### src/rtl/lfsr_rng_arbiter.sv
// One 8-bit Fibonacci LFSR (taps 7,5,4,3) shared round-robin among NUM_REQ requesters.
// Each grant delivers the register value after it has been advanced STEPS times.
module lfsr_rng_arbiter #(
    parameter int         NUM_REQ = 4,
    parameter int         STEPS   = 8,
    parameter logic [7:0] SEED    = 8'hAA
) (
    input  logic               clk,
    input  logic               reset,
    input  logic [NUM_REQ-1:0] req,
    input  logic               seed_load,
    input  logic [7:0]         seed_in,
    output logic [NUM_REQ-1:0] gnt,
    output logic [7:0]         rnd_out,
    output logic               rnd_valid,
    output logic               busy
);

    localparam int IW = (NUM_REQ > 1) ? $clog2(NUM_REQ) : 1;

    // Handshake: req[i] is a level request held until its own gnt[i]; gnt[i] and
    // rnd_valid pulse together for one cycle and that cycle is the transfer.
    typedef enum logic [1:0] {
        IDLE    = 2'd0,
        STEP    = 2'd1,
        DELIVER = 2'd2
    } state_t;

    state_t             state;
    logic [7:0]         lfsr;
    logic [7:0]         cnt;
    logic [IW-1:0]      last;
    logic [IW-1:0]      winner;
    logic [IW-1:0]      pick;
    logic               pick_valid;
    logic [NUM_REQ-1:0] winner_oh;

    function automatic logic [7:0] lfsr_step(input logic [7:0] q);
        return {q[6:0], q[7] ^ q[5] ^ q[4] ^ q[3]};
    endfunction

    // Round-robin search starts just after the last granted requester.
    always_comb begin
        int j;
        j          = 0;
        pick       = '0;
        pick_valid = 1'b0;
        for (int i = 1; i <= NUM_REQ; i++) begin
            j = int'(last) + i;
            if (j >= NUM_REQ) j = j - NUM_REQ;
            if (!pick_valid && req[j]) begin
                pick_valid = 1'b1;
                pick       = IW'(j);
            end
        end
    end

    always_comb begin
        winner_oh         = '0;
        winner_oh[winner] = 1'b1;
    end

    always_ff @(posedge clk) begin
        if (reset) begin
            state     <= IDLE;
            lfsr      <= SEED;
            cnt       <= '0;
            last      <= IW'(NUM_REQ - 1);
            winner    <= '0;
            gnt       <= '0;
            rnd_out   <= '0;
            rnd_valid <= 1'b0;
            busy      <= 1'b0;
        end else begin
            case (state)
                IDLE: begin
                    gnt       <= '0;
                    rnd_valid <= 1'b0;
                    if (seed_load) begin
                        lfsr <= (seed_in == 8'h00) ? SEED : seed_in;
                    end else if (pick_valid) begin
                        winner <= pick;
                        cnt    <= 8'(STEPS - 1);
                        state  <= STEP;
                        busy   <= 1'b1;
                    end
                end
                STEP: begin
                    lfsr <= lfsr_step(lfsr);
                    if (cnt == 8'd0) begin
                        // Outputs are registered, so present the final shifted value now.
                        state     <= DELIVER;
                        rnd_out   <= lfsr_step(lfsr);
                        rnd_valid <= 1'b1;
                        gnt       <= winner_oh;
                    end else begin
                        cnt <= cnt - 8'd1;
                    end
                end
                DELIVER: begin
                    gnt       <= '0;
                    rnd_valid <= 1'b0;
                    last      <= winner;
                    state     <= IDLE;
                    busy      <= 1'b0;
                end
                default: begin
                    state     <= IDLE;
                    gnt       <= '0;
                    rnd_valid <= 1'b0;
                    busy      <= 1'b0;
                end
            endcase
        end
    end

endmodule
### config.mk
export PLATFORM = sky130hd
export DESIGN_NAME = lfsr_rng_arbiter
export DESIGN_NICKNAME = d
export VERILOG_FILES = /design/src/rtl/lfsr_rng_arbiter.sv
export SDC_FILE = /design/constraint.sdc
export NUM_CORES = 1
export LEC_CHECK = 0
export CAP_MARGIN = 30
export CORE_MARGIN = 4
export CORE_UTILIZATION = 55
export CTS_BUF_LIST = sky130_fd_sc_hd__clkbuf_2
export DETAILED_ROUTE_END_ITERATION = 16
export PLACE_DENSITY = 0.83
export SETUP_SLACK_MARGIN = 0.15
export SLEW_MARGIN = 20
export SYNTH_ARGS = -nofsm -noshare
export SYNTH_HDL_FRONTEND = slang
export SYNTH_SLANG_ARGS = --single-unit
### constraint.sdc
create_clock -name clk -period 4 [get_ports clk]
set_clock_uncertainty 0.05 [all_clocks]
set_input_delay 0.8 -clock clk [delete_from_list [all_inputs] [get_ports clk]]
set_output_delay 0.8 -clock clk [all_outputs]
set_load 0.005 [all_outputs]
==> flow_summary.json, run 1 <==
{
  "netlist_top_cells_area": "dfxtp_1, a21oi_1, nand3_1, nor2_1, nand2_1",
  "clkLatencyLatePin_ps": 370,
  "antenna_left": 0,
  "cp-start-kind": "input pin",
  "grt_pass1_vias": 1550,
  "num-nets-final": 243,
  "wire_per_inst_um": 15.3,
  "io_buffer_count": 28,
  "cp.arrival_ps": 2550,
  "cts_tree": "yes",
  "slew_violations": 0,
  "synth.avg_cell_area_um2": 8.43,
  "htreeDepth": 2,
  "cp-end-kind": "flip-flop",
  "grt.met2_usage_pct": 34.2,
  "post-cts-setup-buffer-count": 0,
  "grtUsageMet1_pct": 24.2,
  "die-area_um2": 3950,
  "core_area_um2": 2810,
  "pin_count": 29,
  "synth_cell_types": 39,
  "hold_class": "reg -> reg",
  "fin_crit_ps": 2330,
  "grt.overflow.total": 0,
  "timing.hold.ws_ps": 412,
  "die_w_um": 62.8,
  "crit_required_ps": 4220,
  "postCtsHoldBufs": 0,
  "grtUsageTotal_pct": 20.8,
  "die_h_um": 62.8,
  "crit_type": "in -> reg",
  "slew-limit-headroom_pct": 59.6,
  "drv_cap": 0,
  "synth_top_area_cell": "dfxtp_1",
  "drc": 0,
  "cts_buffers": 5,
  "initial_core_util_pct": 58.9,
  "finalSetupViolCount": 0,
  "utilization_pct": 71.6,
  "power_density_nw_per_um2": 413,
  "rows": 19,
  "hold_viol": 0,
  "syn2layout_area_growth_pct": 21.6,
  "clock_sinks": 36,
  "grt_antenna_before_repair": 0,
  "drive_gt1_share_pct": 7.05,
  "n_antenna_cell": 0,
  "totalWireLength_mm": 3.96,
  "rsz0062_at_grt": "no",
  "outcome": "completed",
  "critPathMaxFanout": 4,
  "drt_iter0_markers": 92,
  "clk_pin_slew_ps": 170,
  "fmax_mhz": 429,
  "worst_pin_slew_ps": 601,
  "seq_area_frac_synth_pct": 43.6,
  "met3_usage_pct": 5.94,
  "syn-cell-area_um2": 1650,
  "gp_congestion": 0.794,
  "ir_drop_mv": 0.265,
  "post_cts_resize_count": 0,
  "p_leak_nw": 0.740,
  "first_pass_iters": 4,
  "finalSetupTns_ps": 0,
  "busiest_layer": "met2",
  "fill_cells": 243,
  "finalCritPeriodShare_pct": 58.3,
  "layout_commonest_cell": "dfxtp_1",
  "final_cell_mix": "dfxtp_1, clkdlybuf4s50_1, a21oi_1, nor2_1, nand2_1",
  "total_power_w": 0.000830,
  "cts_max_path_buffers": 2,
  "ys_warn_count": 0,
  "grt_pass1_wl_mm": 6.71,
  "via_count": 1592,
  "cts-root-buf": "clkbuf_2",
  "netlist_instances": 196,
  "synth_seq_cells": 36,
  "synth_top_area_share_pct": 43.6,
  "synthesis.nets": 213,
  "detailed_place_hpwl_mm": 2.89,
  "grt_max_degree": 20,
  "viasPerCell": 6.17
}
## sequential cells by signal, summed over array words and instances (netlist names)
| signal | count |
|---|---|
| last | 2 |
| rnd_out | 8 |
| lfsr | 8 |
| gnt | 4 |
| winner | 2 |
| cnt | 8 |
| state | 2 |
| busy | 1 |
| rnd_valid | 1 |
## cell families after synthesis
family / share of synthesized area (%)
flip-flops: 43.6
buffers and inverters: 3.03
XOR/XNOR: 1.59
AO/OA/AOI/OAI: 18.7
multiplexers: 3.03
adder cells (fa/ha/maj): 1.51
AND/OR/NAND/NOR: 28.5
## layer usage
layer	part of all wire [%]	vias up
li1	-	773
met1	42	756
met2	50	55
met3	6.7	8
met4	1.6	0
met5	0	-
## final timing paths
path                            startpoint     end  slack (ps)  cells past startpoint
worst min register to register      gnt[3]  gnt[3]         410                      2
worst max-delay path                req[3]  cnt[7]        1670                      6
worst min-delay path                gnt[3]  gnt[3]         410                      2
worst max register to register      cnt[0]  cnt[1]        1720                      6
## area by class of cell
type                    count  area (um2)  area share [%]
repair buffers             31         308            15.3
clock inverters             2        11.3           0.560
well taps                  31        38.8            1.93
flip-flops and latches     36         721            35.9
inverters                   5        18.8           0.934
multi-input cells         147         882            43.9
clock buffers               6        30.0            1.49
## cell usage after synthesis
library cell / instances
nor2b_1: 1
a221oi_1: 1
nor4_2: 1
dfxtp_1: 36
nand3b_1: 2
o41ai_2: 1
a21oi_1: 22
or3b_2: 1
o21ai_0: 6
xnor2_1: 2
nor4_1: 2
inv_1: 5
a31o_2: 1
nand4b_1: 2
nor3b_1: 1
xor2_1: 1
a22oi_1: 2
nand2_1: 19
or4b_4: 1
a311oi_1: 5
o22ai_1: 1
or3_1: 3
a211oi_1: 4
nor2_1: 20
nor3_1: 5
clkbuf_1: 7
nand3_1: 17
o211ai_1: 1
o22a_1: 1
mux2i_1: 5
a2111oi_2: 1
buf_2: 1
or4b_1: 1
nand2b_1: 8
or2b_1: 1
o41ai_1: 1
and2_1: 2
or4_1: 3
ha_1: 2
## worst max-delay path: stages
cell and delay, ps:
clkdlybuf4s50_1 540, nor4_1 90, nor4_1 470, clkbuf_2 270
nor2_1 80, o41ai_1 310
## power breakdown
group | internal (W) | switching, W
combinational | 0.000105 | 0.000135
sequential | 0.000394 | 0.0000369
clock | 0.0000437 | 0.000116
total | 0.000542 | 0.000288
## metrics by stage
stage	worst slack [ps]	area, um2	cells
after floorplan	2020	1650	196
after global placement	1330	1950	248
after detailed placement	1120	1960	249
after CTS	1540	2000	257
after global routing	1500	2010	258
final	1670	2010	258
Note: power is estimated with default switching activity, not from simulation.
==> inputs of run 2 (changes only) <==
Settings changed: CORE_UTILIZATION 55 to 54, PLACE_DENSITY 0.83 to 0.81.
Clock period 4 ns to 2.3 ns, I/O delays scaled along.
==> run 2 against run 1 <==
Effect of this change:
- count of clock-buffer cells in the layout decreased by 1
- register-to-register slack got worse by 1400 ps
- hold slack better by 3.0 ps
- sequential share of layout area shrank 1.1 points
- combinational power up 86%
- critical path depth fell by 2
- via count shrank 0.75%
- worst setup slack worse by 1300 ps
- global-route usage grew 0.72 points
- core utilization up 1.7 points
- wire length is 0.68% higher
- critical endpoint is now cnt[5]
- highest routed layer unchanged
==> flow_summary.json, run 2 (synthesis results as in run 1) <==
{
  "power_density_nw_per_um2": 761,
  "die_h_um": 63.3,
  "grt_max_degree": 13,
  "ir_drop_mv": 0.684,
  "path_delay_family": "compound AO/OA/AOI/OAI gates",
  "drv_cap": 0,
  "crit_type": "reg -> reg",
  "cts_buffers": 5,
  "reg2reg_from": "state[0]",
  "crit_chain": "or4b_1, a2111oi_2, a21oi_1, a211oi_1",
  "fin_crit_ps": 1940,
  "cts-root-buf": "clkbuf_2",
  "rr_worst_depth": 4,
  "reg_top3": "cnt (8), lfsr (8), rnd_out (8)",
  "grt_antenna_before_repair": 0,
  "rsz0062_at_grt": "no",
  "cp.buffers_inverters": 0,
  "gp_congestion": 0.803,
  "cp-end-kind": "flip-flop",
  "whs_endpoint": "rnd_out[3]",
  "p_leak_nw": 0.782,
  "post-cts-setup-buffer-count": 0,
  "via_count": 1580,
  "cts_max_path_buffers": 2,
  "pre_cts_slack_ps": 98.7,
  "setup_slack_ps": 360,
  "reg2reg_to": "cnt[5]",
  "slew-limit-headroom_pct": 63.0,
  "clock_sinks": 36,
  "hold_viol": 0,
  "rows": 19,
  "post_cts_resize_count": 0,
  "drc": 0,
  "crit_required_ps": 2550,
  "viasPerCell": 5.98,
  "grt.overflow.total": 0,
  "ff2ff_setup_slack_ps": 360,
  "crit_slowest_cell": "or4b_1",
  "die-area_um2": 4010,
  "first_pass_iters": 4,
  "drt_iter0_markers": 108,
  "cp-start-kind": "flip-flop",
  "wire_per_inst_um": 15.1,
  "outcome": "completed",
  "io_buffer_count": 28,
  "critPathMaxFanout": 9,
  "layout_commonest_cell": "dfxtp_1",
  "clk_pin_slew_ps": 170,
  "cp.arrival_ps": 2190,
  "cts_tree": "yes",
  "grtUsageTotal_pct": 21.5,
  "hold_start": "rnd_out[3]",
  "fmax_mhz": 516,
  "worst_pin_slew_ps": 549,
  "num-nets-final": 249,
  "drive_gt1_share_pct": 9.44,
  "finalSetupTns_ps": 0,
  "timing.hold.ws_ps": 415,
  "pin_count": 29,
  "die_w_um": 63.3,
  "totalWireLength_mm": 3.98,
  "critical-path-max-stage-delay_ps": 530,
  "grt_pass1_wl_mm": 7.01,
  "postCtsHoldBufs": 0,
  "slew_violations": 0,
  "antenna_left": 0,
  "initial_core_util_pct": 58.4,
  "core_area_um2": 2830,
  "finalCritPeriodShare_pct": 84.3,
  "whs_path_depth": 2,
  "finalSetupViolCount": 0,
  "n_antenna_cell": 0,
  "detailed_place_hpwl_mm": 2.96,
  "syn2layout_area_growth_pct": 25.6,
  "hold_class": "reg -> reg",
  "clkLatencyLatePin_ps": 370,
  "final_cell_mix": "dfxtp_1, clkdlybuf4s50_1, a21oi_1, nor2_1, nand2_1",
  "grt_pass1_vias": 1591,
  "htreeDepth": 2
}
[run 2: where the power goes]
| group | internal (W) | switching [W] | total, W |
|---|---|---|---|
| registers | 0.000685 | 0.0000634 | 0.000748 |
| logic | 0.000204 | 0.000243 | 0.000447 |
| clock network | 0.000177 | 0.000206 | 0.000383 |
| total | 0.00107 | 0.000512 | 0.00158 |
[run 2: layout make-up]
type	count	area, um2
clock buffers	5	25.0
clock inverters	3	37.5
fillers	233	753
inverters	5	18.8
multi-input cells	147	887
flip-flops and latches	36	721
well taps	31	38.8
repair buffers	37	348
[run 2: stage by stage]
stage	area (um2)	power, W	util [%]	instances
2_1_floorplan	1650	0.00103	-	196
3_3_place_gp	2010	0.00117	71.0	256
3_5_place_dp	2010	0.00120	71.0	256
4_1_cts	2070	0.00158	73.2	264
5_1_grt	2080	0.00168	73.4	264
6_report	2080	0.00158	73.4	264
[run 2: worst min-delay path, delay by kind of cell, from the launching register on]
family,cells,cell delay [ps]
and+or+nand+nor,1,50
AOI/OAI and AO/OA,1,50
DFF,1,340
[run 2: layer usage]
layer  vias up  routed length [um]  part of all wire (%)  global-route usage (%)
met2        44                1970                    49                    37.9
met5         -                   0                     0                       0
li1        786                   -                     -                       -
met1       746                1790                    45                    25.5
met4         0                  34                  0.85                    7.82
met3         4                 186                   4.7                    4.26
[run 2: how the worst max path moves through the flow]
stage / start / endpoint / slack (ps) / cells after the start
final: state[0] / cnt[5] / 360 / 4
after global routing: cnt[0] / cnt[7] / 170 / 6
after CTS: cnt[0] / gnt[0] / 190 / 6
after detailed placement: req[3] / cnt[1] / 100 / 6
after global placement: req[1] / cnt[1] / 200 / 5
after floorplan: cnt[3] / cnt[6] / 530 / 4
==> inputs of run 3 (changes only) <==
Settings changed: CORE_UTILIZATION 54 to 49, PLACE_DENSITY 0.81 to 0.78.
Clock period 2.3 ns to 1.6 ns, I/O delays scaled along.
==> run 3 against run 2 <==
Effect of this change:
- total power increased by 83%
- clock power increased by 13%
- largest cell class unchanged
- critical path depth unchanged
- first-iteration DRC count increased to 2.9 times the previous value
- sequential power increased by 46%
- the flow now finishes with violations (negative setup slack)
- combinational power increased to 3.1 times the previous value
- core utilization increased by 17 points
- wire length increased by 86%
- register-to-register slack got worse by 570 ps
- via count increased by 36%
==> flow_summary.json, run 3 (synthesis results as in run 1) <==
{
  "grtUsageTotal_pct": 27.4,
  "cts_max_path_buffers": 2,
  "viasPerCell": 6.61,
  "grt_pass1_vias": 1908,
  "die-area_um2": 4370,
  "final_cell_mix": "buf_4, dfxtp_2, dlygate4sd2_1, dfxtp_1, nor2_1",
  "timing.hold.ws_ps": 435,
  "io_buffer_count": 28,
  "hold_class": "reg -> reg",
  "fin_crit_ps": 1810,
  "postCtsHoldBufs": 0,
  "critPathMaxFanout": 2,
  "utilization_pct": 90.4,
  "reg2reg_from": "cnt[4]",
  "wire_per_inst_um": 22.9,
  "grt_max_degree": 22,
  "rsz0062_at_grt": "yes",
  "clk_pin_slew_ps": 200,
  "drt_iter0_markers": 317,
  "cp.arrival_ps": 2080,
  "crit_path_frequent_cell": "or4b_4",
  "grt_pass1_wl_mm": 9.03,
  "power.internal_w": 0.00176,
  "hold_start": "rnd_out[1]",
  "outcome": "complete, but fails checks",
  "dp.cells": 297,
  "setup_slack_ps": -206,
  "power_density_nw_per_um2": 1020,
  "syn2layout_area_growth_pct": 71.1,
  "finalInstanceArea_um2": 2830,
  "switching_power_w": 0.00113,
  "die_w_um": 66.1,
  "slew_violations": 0,
  "core_area_um2": 3130,
  "via_count": 2141,
  "detailed_place_hpwl_mm": 3.33,
  "power_frac_seq_pct": 37.7,
  "cts_tree": "yes",
  "final_cells": 324,
  "placed_area_um2": 2280,
  "p_leak_nw": 1.18,
  "first_pass_iters": 5,
  "critical-path-max-stage-delay_ps": 570,
  "power_frac_clock_pct": 15.0,
  "htreeDepth": 2,
  "initial_core_util_pct": 52.8,
  "switching_share_pct": 39.1,
  "clkLatencyLatePin_ps": 430,
  "n_antenna_cell": 0,
  "ir_drop_mv": 0.771,
  "pin_count": 29,
  "crit_type": "reg -> reg",
  "crit_slowest_cell": "or4b_4",
  "cts-root-buf": "clkbuf_2",
  "finalSetupViolCount": 20,
  "cp.buffers_inverters": 0,
  "grt.overflow.total": 0,
  "rows": 20,
  "setup.worst_path.start": "cnt[4]",
  "drc": 0,
  "reg_top3": "cnt (8), lfsr (8), rnd_out (8)",
  "slew-limit-headroom_pct": 71.9,
  "layout_commonest_cell": "buf_4",
  "violations": "negative setup slack",
  "cp-end-kind": "flip-flop",
  "drive_gt1_share_pct": 50.7,
  "clock_sinks": 36,
  "finalCritPeriodShare_pct": 113,
  "cp-start-kind": "flip-flop",
  "totalWireLength_mm": 7.42,
  "die_h_um": 66.1,
  "fmax_mhz": 554,
  "worst_pin_slew_ps": 421,
  "cts_buffers": 5,
  "grt_antenna_before_repair": 0,
  "crit_chain": "or4b_4, or4b_4, nand4b_1, o41ai_2",
  "hold_viol": 0,
  "antenna_left": 0,
  "drv_cap": 0,
  "gp_congestion": 0.832,
  "num-nets-final": 296,
  "crit_required_ps": 1880,
  "path_delay_family": "simple AND/OR/NAND/NOR gates",
  "p_comb_share_pct": 47.3
}
-- run 3: power groups by stage --
stage	registers (W)	logic [W]	clock network, W
finish	0.00109	0.00137	0.000434
global route	0.00110	0.00142	0.000457
CTS	0.00107	0.00102	0.000402
detailed placement	0.00108	0.000809	0
global placement	0.00108	0.000780	0
floorplan	0.00108	0.000439	0
-- run 3: final cells by class --
class / instances / area (um2)
clock buffers: 7 / 35.0
flip-flops and latches: 36 / 746
well taps: 44 / 55.1
repair buffers: 84 / 752
fillers: 126 / 300
inverters: 5 / 18.8
clock inverters: 1 / 3.75
multi-input cells: 147 / 1220
-- run 3: timing repair --
item / 4_1_cts / 5_1_grt
gates resized for setup: 73 / 40
cloned: 1 / 0
setup buffers: 9 / 9
pin swaps: 14 / 24
setup endpoints to repair: 42 / 30
-- run 3: through the flow --
stage | TNS [ps] | total power [W] | setup WS, ps
after global routing | -3540 | 0.00298 | -238
after CTS | -307 | 0.00250 | -132
final | -2050 | 0.00290 | -206
after global placement | -3790 | 0.00186 | -376
after detailed placement | -4380 | 0.00189 | -430
after floorplan | -124 | 0.00152 | -97.4
-- run 3: routing by layer --
layer  routed length (um)  track usage [%]  up-vias
li1                     -                -      884
met1                 2640             29.7      999
met2                 3530             48.6      191
met3                  723             7.48       67
met4                  531             12.9        0
met5                    0                0        -
-- run 3: worst register-to-register path, delay by kind of cell, from the launching register on --
| kind | cells | cell delay [ps] |
|---|---|---|
| simple gates | 3 | 1250 |
| flops | 1 | 360 |
| compound gates | 1 | 80 |
-- run 3: path summary, 6_finish.rpt --
| check | endpoint | slack [ps] | cells past startpoint |
|---|---|---|---|
| setup reg to reg | cnt[6] | -210 | 4 |
| hold reg to reg | rnd_out[1] | 440 | 2 |
| hold / removal | rnd_out[1] | 440 | 2 |
| setup / recovery | cnt[6] | -210 | 4 |
